### src/rtl/onehot_decoder_buf.sv
// onehot_decoder_buf: decodes an encoded index into a one-hot vector through a 2-entry valid/ready buffer,
// and keeps a saturating count of accepted "no line" transactions.
module onehot_decoder_buf #(
  parameter int CODE_W = 2,
  parameter int CNT_W = 8,
  localparam int LINES = 2 ** CODE_W
) (
  input  logic              clk,
  input  logic              rst,
  input  logic              in_valid,
  output logic              in_ready,
  input  logic [CODE_W-1:0] in_code,
  input  logic              in_code_valid,
  output logic              out_valid,
  input  logic              out_ready,
  output logic [LINES-1:0]  out_onehot,
  output logic [CNT_W-1:0]  none_cnt
);
  typedef enum logic [1:0] {EMPTY, ONE, FULL} state_t;
  state_t state;
  logic [LINES-1:0] head, tail, word;
  logic push, pop;
  assign word = in_code_valid ? {{(LINES-1){1'b0}}, 1'b1} << in_code : '0;
  assign in_ready = !rst && state != FULL;
  assign push = in_valid && in_ready;
  assign pop = out_valid && out_ready;
  assign out_onehot = out_valid ? head : '0;
  // head always holds the oldest word; tail is only meaningful in FULL
  always_ff @(posedge clk) begin
    if (rst) begin
      state <= EMPTY;
      head <= '0;
      tail <= '0;
      out_valid <= 1'b0;
      none_cnt <= '0;
    end else begin
      case (state)
        EMPTY: if (push) begin
          head <= word;
          state <= ONE;
          out_valid <= 1'b1;
        end
        ONE: if (push && pop) head <= word;
        else if (push) begin
          tail <= word;
          state <= FULL;
        end else if (pop) begin
          head <= '0;
          state <= EMPTY;
          out_valid <= 1'b0;
        end
        FULL: if (pop) begin
          head <= tail;
          state <= ONE;
        end
        default: begin
          state <= EMPTY;
          out_valid <= 1'b0;
        end
      endcase
      if (push && !in_code_valid && none_cnt != '1) none_cnt <= none_cnt + CNT_W'(1);
    end
  end
endmodule

### config.mk
export PLATFORM = sky130hd
export DESIGN_NAME = onehot_decoder_buf
export DESIGN_NICKNAME = d
export VERILOG_FILES = /design/src/rtl/onehot_decoder_buf.sv
export SDC_FILE = /design/constraint.sdc
export NUM_CORES = 1
export LEC_CHECK = 0
export BUFFER_PORTS_ARGS = -buffer_cell sky130_fd_sc_hd__buf_4
export CAP_MARGIN = 20
export CORE_MARGIN = 5
export CORE_UTILIZATION = 50
export DETAILED_ROUTE_END_ITERATION = 8
export PLACE_DENSITY = 0.74
export SLEW_MARGIN = 20
export SYNTH_ARGS = -nofsm -noshare
export SYNTH_HDL_FRONTEND = slang
export SYNTH_SLANG_ARGS = --single-unit
### constraint.sdc
create_clock -name clk -period 2.4 [get_ports clk]
set_clock_uncertainty 0.15 [all_clocks]
set_input_delay 0.12 -clock clk [delete_from_list [all_inputs] [get_ports clk]]
set_output_delay 0.12 -clock clk [all_outputs]
set_load 0.1 [all_outputs]
Word-level counts from Yosys, hierarchy flattened
Index checks and enable logic that the tools add are counted.
{"block": "totals", "ff_bits": 19, "inputBits": 7, "out_inout_bits": 14, "elab_cells": 54}
{"block": "op_classes", "n_addsub": 1, "eq_ne": 12, "shift": 1, "muxes": 19, "bitwise_logic": 2, "reduce_logical": 14}
{"op": "4-bit 2-to-1 mux", "n": 7}
{"op": "2-bit inequality test (second input constant)", "n": 6}
{"op": "4-bit one-hot mux with 3 select lines", "n": 1}
{"op": "2-bit 2-to-1 mux", "n": 5}
{"op": "5-bit AND reduction", "n": 2}
{"op": "3-bit inequality test (second input constant)", "n": 3}
{"op": "8-bit by 1-bit adder with 8-bit output (second input constant)", "n": 1}
{"op": "8-bit inequality test (second input constant)", "n": 1}
{"op": "1-bit logical AND", "n": 6}
{"op": "2-bit one-hot mux with 3 select lines", "n": 1}
{"op": "1-bit 2-to-1 mux", "n": 4}
{"op": "4-bit AND reduction", "n": 1}
{"op": "1-bit by 2-bit << shifter with 4-bit output (first input constant)", "n": 1}
{"op": "1-bit one-hot mux with 3 select lines", "n": 1}
{"op": "3-bit AND reduction", "n": 1}
{"op": "3-bit nonzero test", "n": 1}
{"op": "2-bit by 1-bit == test with 1-bit output (second input constant)", "n": 1}
{"op": "2-bit == test (second input constant)", "n": 1}
{"op": "1-bit logical NOT", "n": 2}
{"op": "2-bit logical NOT", "n": 1}
{"op": "1-bit inverter", "n": 2}

Longest topological paths before layout
{"block": "logic_depth", "ltp_word": 6, "mapped_depth": 7}

Worst setup path before layout
No wires, ideal clock.
{"block": "synth_path", "path_kind": "flip-flop to output port", "startpoint": "register state[0]", "endpoint": "output port in_ready", "arrival_time_ns": 2.127, "slack_ns": 0.003, "stages_incl_launch_ff": 5, "cell_sequence": "dfxtp_1 inv_1 ha_1 buf_2 nor2_1"}
{"block": "synth_via", "elab_chain_len": 2}
{"element": "from (decl)", "line_no": "20", "rtl": "state_t state;"}
{"element": "from (signal assigned)", "line_no": "31", "rtl": "state <= EMPTY;"}
{"element": "from (signal assigned)", "line_no": "40", "rtl": "state <= ONE;"}
{"element": "from (signal assigned)", "line_no": "46", "rtl": "state <= FULL;"}
{"element": "2-bit inequality test", "line_no": "24", "rtl": "assign in_ready = !rst && state != FULL;"}
{"element": "1-bit logical AND", "line_no": "24"}
{"element": "to (decl)", "line_no": "11", "rtl": "output logic in_ready,"}
Every way passes these cells.

Worst setup path in the final report
{"block": "layout_path", "startpoint": "register state[0]", "endpoint": "register head[3]"}
{"block": "layout_via", "elab_chain_len": 6, "word_cells_on_any_way": 15, "cone_classes": "eq/ne (7); mux (2); reduce/logical (6)"}
{"element": "2-bit inequality test", "line_no": "24"}
{"element": "1-bit logical AND", "line_no": "24"}
{"element": "1-bit logical AND", "line_no": "25", "rtl": "assign push = in_valid && in_ready;"}
{"element": "1-bit logical AND", "line_no": "43", "rtl": "ONE: if (push && pop) head <= word;"}
{"element": "3-bit inequality test (no line) / 4-bit 2-to-1 mux (equally long branches)"}
{"element": "5-bit AND reduction (no line) / 4-bit one-hot mux with 3 select lines (equally long branches)"}
{"element": "to (signal assigned)", "line_no": "39", "rtl": "head <= word;"}
{"element": "to (signal assigned)", "line_no": "43"}
{"element": "to (signal assigned)", "line_no": "53", "rtl": "head <= tail;"}
{"element": "to (decl)", "line_no": "21", "rtl": "logic [LINES-1:0] head, tail, word;"}
Parallel ways exist; a longest one is shown, timed or not.
A chain may end at the register's enable or synchronous reset.

==> impl_results.md <==
- Clock Tree Buf Depth: 2
- Fmax: 0.466 GHz
- I/O Buffers: 20
- Initial antenna violation count: 0
- CP peak stage delay: 0.45 ns
- Worst slew margin: 0.705
- Crit path buf inv count: 1
- RSZ-0062 raised after global routing: false
- Number of flops mapped to enable cells by yosys: 0
- Commonest non-fill, non-tap cell in the layout: buf_4
- Crit end category: register
- Met1 Use GR: 0.210
- Fin cells: 168
- Initial DRT Pass Iterations: 4
- Setup bufs post-CTS: 0
- Largest net degree at the start of global routing: 19
- Delay-heaviest family, CP: compound AO/OA/AOI/OAI gates
- DRC errors left: 0
- GR peak layer: met2
- RePlAce Congestion: 0.733
- Final hold vios: 0
- P_leak: 0.541 nW
- Net Switching: 0.556 mW
- ANT cells: 0
- Place WS: 0.188 ns
- # IOs: 21
- GR Util met2: 0.250
- Share of layout cells above drive strength 1: 0.206
- Total Power: 1.17 mW
- Max Slew Vio Count: 0
- Vias in the first global route: 935
- Area fraction of the dominant cell type after synthesis: 0.366
- Status: finished clean
- Sequential Power Share: 0.358
- CTS tree: done
- WHS: 0.0121 ns
- Commonest cells after routing, fill and taps aside: buf_4 (20), dfxtp_1 (19), nor2_1 (15), o21ai_0 (8), a21oi_1 (8)
- Mapped Cells: 119
- Worst Hold Class: in2reg
- Routed WL: 2.31 mm
- Core box area: 0.00198 mm^2
- Maximum vdd drop: 0.588 mV
- Die Y: 55.6 um
- Synth async-reset ratio: 0
- CTS Sinks: 19
- GR Util met3: 0.0371
- Sequential element share of the synthesized area: 0.366
- Die X: 55.6 um
- Root buffer cell: clkbuf_4
- Actual slew at the worst max-slew pin: 0.440 ns
- CP max FO: 14
- Die ar.: 0.00309 mm^2
- Synthesized area per cell: 8.74 um^2
- First-pass GRT wire length: 4.08 mm
- Synth area leaders: dfxtp_1 (37%), ha_1 (6.0%), mux2i_1 (5.8%)
- Register clock-pin slew on the reported worst setup and hold paths: 0.11 ns
- Worst skew pair latency: 0.30 ns
- Max stage delay cell, worst path: or3b_4
- Clock power share: 0.141
- Logic gate share of total power: 0.502
- GRT overflow: 0
- Setup-failing EPs final: 0
- CTS Buf Count: 3
- Crit path cell chain: inv_1, ha_2, or3b_4, a211oi_4, o21ai_0, a21oi_1
- Max Cap Viol: 0
- Kind of critical path: reg2reg
- GRT Util Overall: 0.159
- Inst Count DP: 163
- Yosys cell types: 33
- Warnings from Yosys: 0
- 1st-iter DRT viols: 19
- Startpoint Class: register
- Placement Rows: 16
- #FFs+latches synth: 19
- Pint: 0.614 mW
- Synthesized area: 0.00104 mm^2
- PwrDens: 941 mW/mm^2
- Sw frac: 0.475
- Final Cycle Share: 0.893
- DR vias/cell: 5.69
- Syn-to-layout area delta: 19.6%
- Starting Density: 0.525
- Primary FF master, synth: dfxtp_1
- FILL cells: 176
- H-tree Lvls: 1
- Fin nets: 154
- Detailed-route via count: 956
- CP arrival: 2.23 ns
- Min Tclk post-route: 2.14 ns
- Hpwl dp: 1.72 mm
- Wire per inst: 13.7 um
- Setup TNS: 0 ns
- Final antenna-violating net count: 0
- Final worst setup slack: 0.256 ns
- Worst Path Required: 2.49 ns
- Syn_nets: 131
- Largest area contributor in the netlist: dfxtp_1
## worst register-to-register path: cells and delay by family (launching register included)
| kind | cells | cell delay, ns |
|---|---|---|
| adder cells (fa/ha/maj) | 1 | 0.29 |
| AND/OR/NAND/NOR | 1 | 0.46 |
| AO/OA/AOI/OAI | 3 | 0.70 |
| flip-flops | 1 | 0.40 |
| buffers and inverters | 1 | 0.09 |
## area by class of cell
cell class / instances / area (um^2) / share of cell area
Tap cell: 27 / 33.8 / 0.0272
Clock inverter: 1 / 5.00 / 0.00402
Clock buffer: 3 / 22.5 / 0.0181
Multi-Input combinational cell: 90 / 616 / 0.495
Timing Repair Buffer: 21 / 160 / 0.129
Sequential cell: 19 / 380 / 0.306
Inverter: 7 / 26.3 / 0.0211
## power by group through the flow
stage / Clock [mW] / Combinational, mW / Sequential (mW)
after CTS: 0.168 / 0.580 / 0.417
after floorplan: 0 / 0.412 / 0.473
after global routing: 0.186 / 0.633 / 0.427
final: 0.165 / 0.587 / 0.419
after detailed placement: 0 / 0.576 / 0.424
after global placement: 0 / 0.563 / 0.418
## worst paths after layout
kind	from	endpoint	slack [ns]	cells past startpoint
max	state[0]	head[3]	0.26	6
min reg2reg	none_cnt[6]	none_cnt[6]	0.36	2
min	in_valid	out_valid	0.01	3
max reg2reg	state[0]	head[3]	0.26	6
## per-stage QoR
| stage | cell area (um^2) | util |
|---|---|---|
| 3_3_place_gp | 1200 | 0.607 |
| 6_report | 1240 | 0.628 |
| 4_1_cts | 1240 | 0.626 |
| 2_1_floorplan | 1040 | - |
| 5_1_grt | 1240 | 0.628 |
| 3_5_place_dp | 1200 | 0.607 |
## synthesized netlist by cell type (2+ instances only)
cell and number:
dfxtp_1 19, nor2_1 15, a21oi_1 8, o21ai_0 8
inv_1 7, nand2_1 7, and2_1 6, mux2i_1 6
ha_1 5, a32oi_1 4, nand3_1 3, nor3_1 3
xor2_1 3, and3_1 2, nand4_1 2, nor3b_1 2
o211ai_1 2, o31ai_1 2
## logic make-up after synthesis
family / after synthesis / share of synthesized area
flip-flops: 19 / 0.366
AO/OA/AOI/OAI: 31 / 0.207
AND/OR/NAND/NOR: 44 / 0.229
adder cells (fa/ha/maj): 5 / 0.0602
buffers and inverters: 10 / 0.0445
XOR/XNOR: 3 / 0.0253
multiplexers: 7 / 0.0686
## state kept, by name (all words and copies together), names as in the netlist
register / count
none_cnt: 8
head: 4
tail: 4
state: 2
out_valid: 1
## timing repair
item | 4_1_cts | 5_1_grt
resized for setup | 0 | 1
endpoints found under the setup margin | 0 | 3
hold buffers | 1 | 0
endpoints found under the hold margin | 9 | 0
## metal layers
layer | up-vias | part of all wire
met5 | - | 0
met4 | 0 | 0.012
li1 | 473 | -
met2 | 22 | 0.47
met3 | 4 | 0.042
met1 | 457 | 0.47
Power figures use the tool's default switching activity.
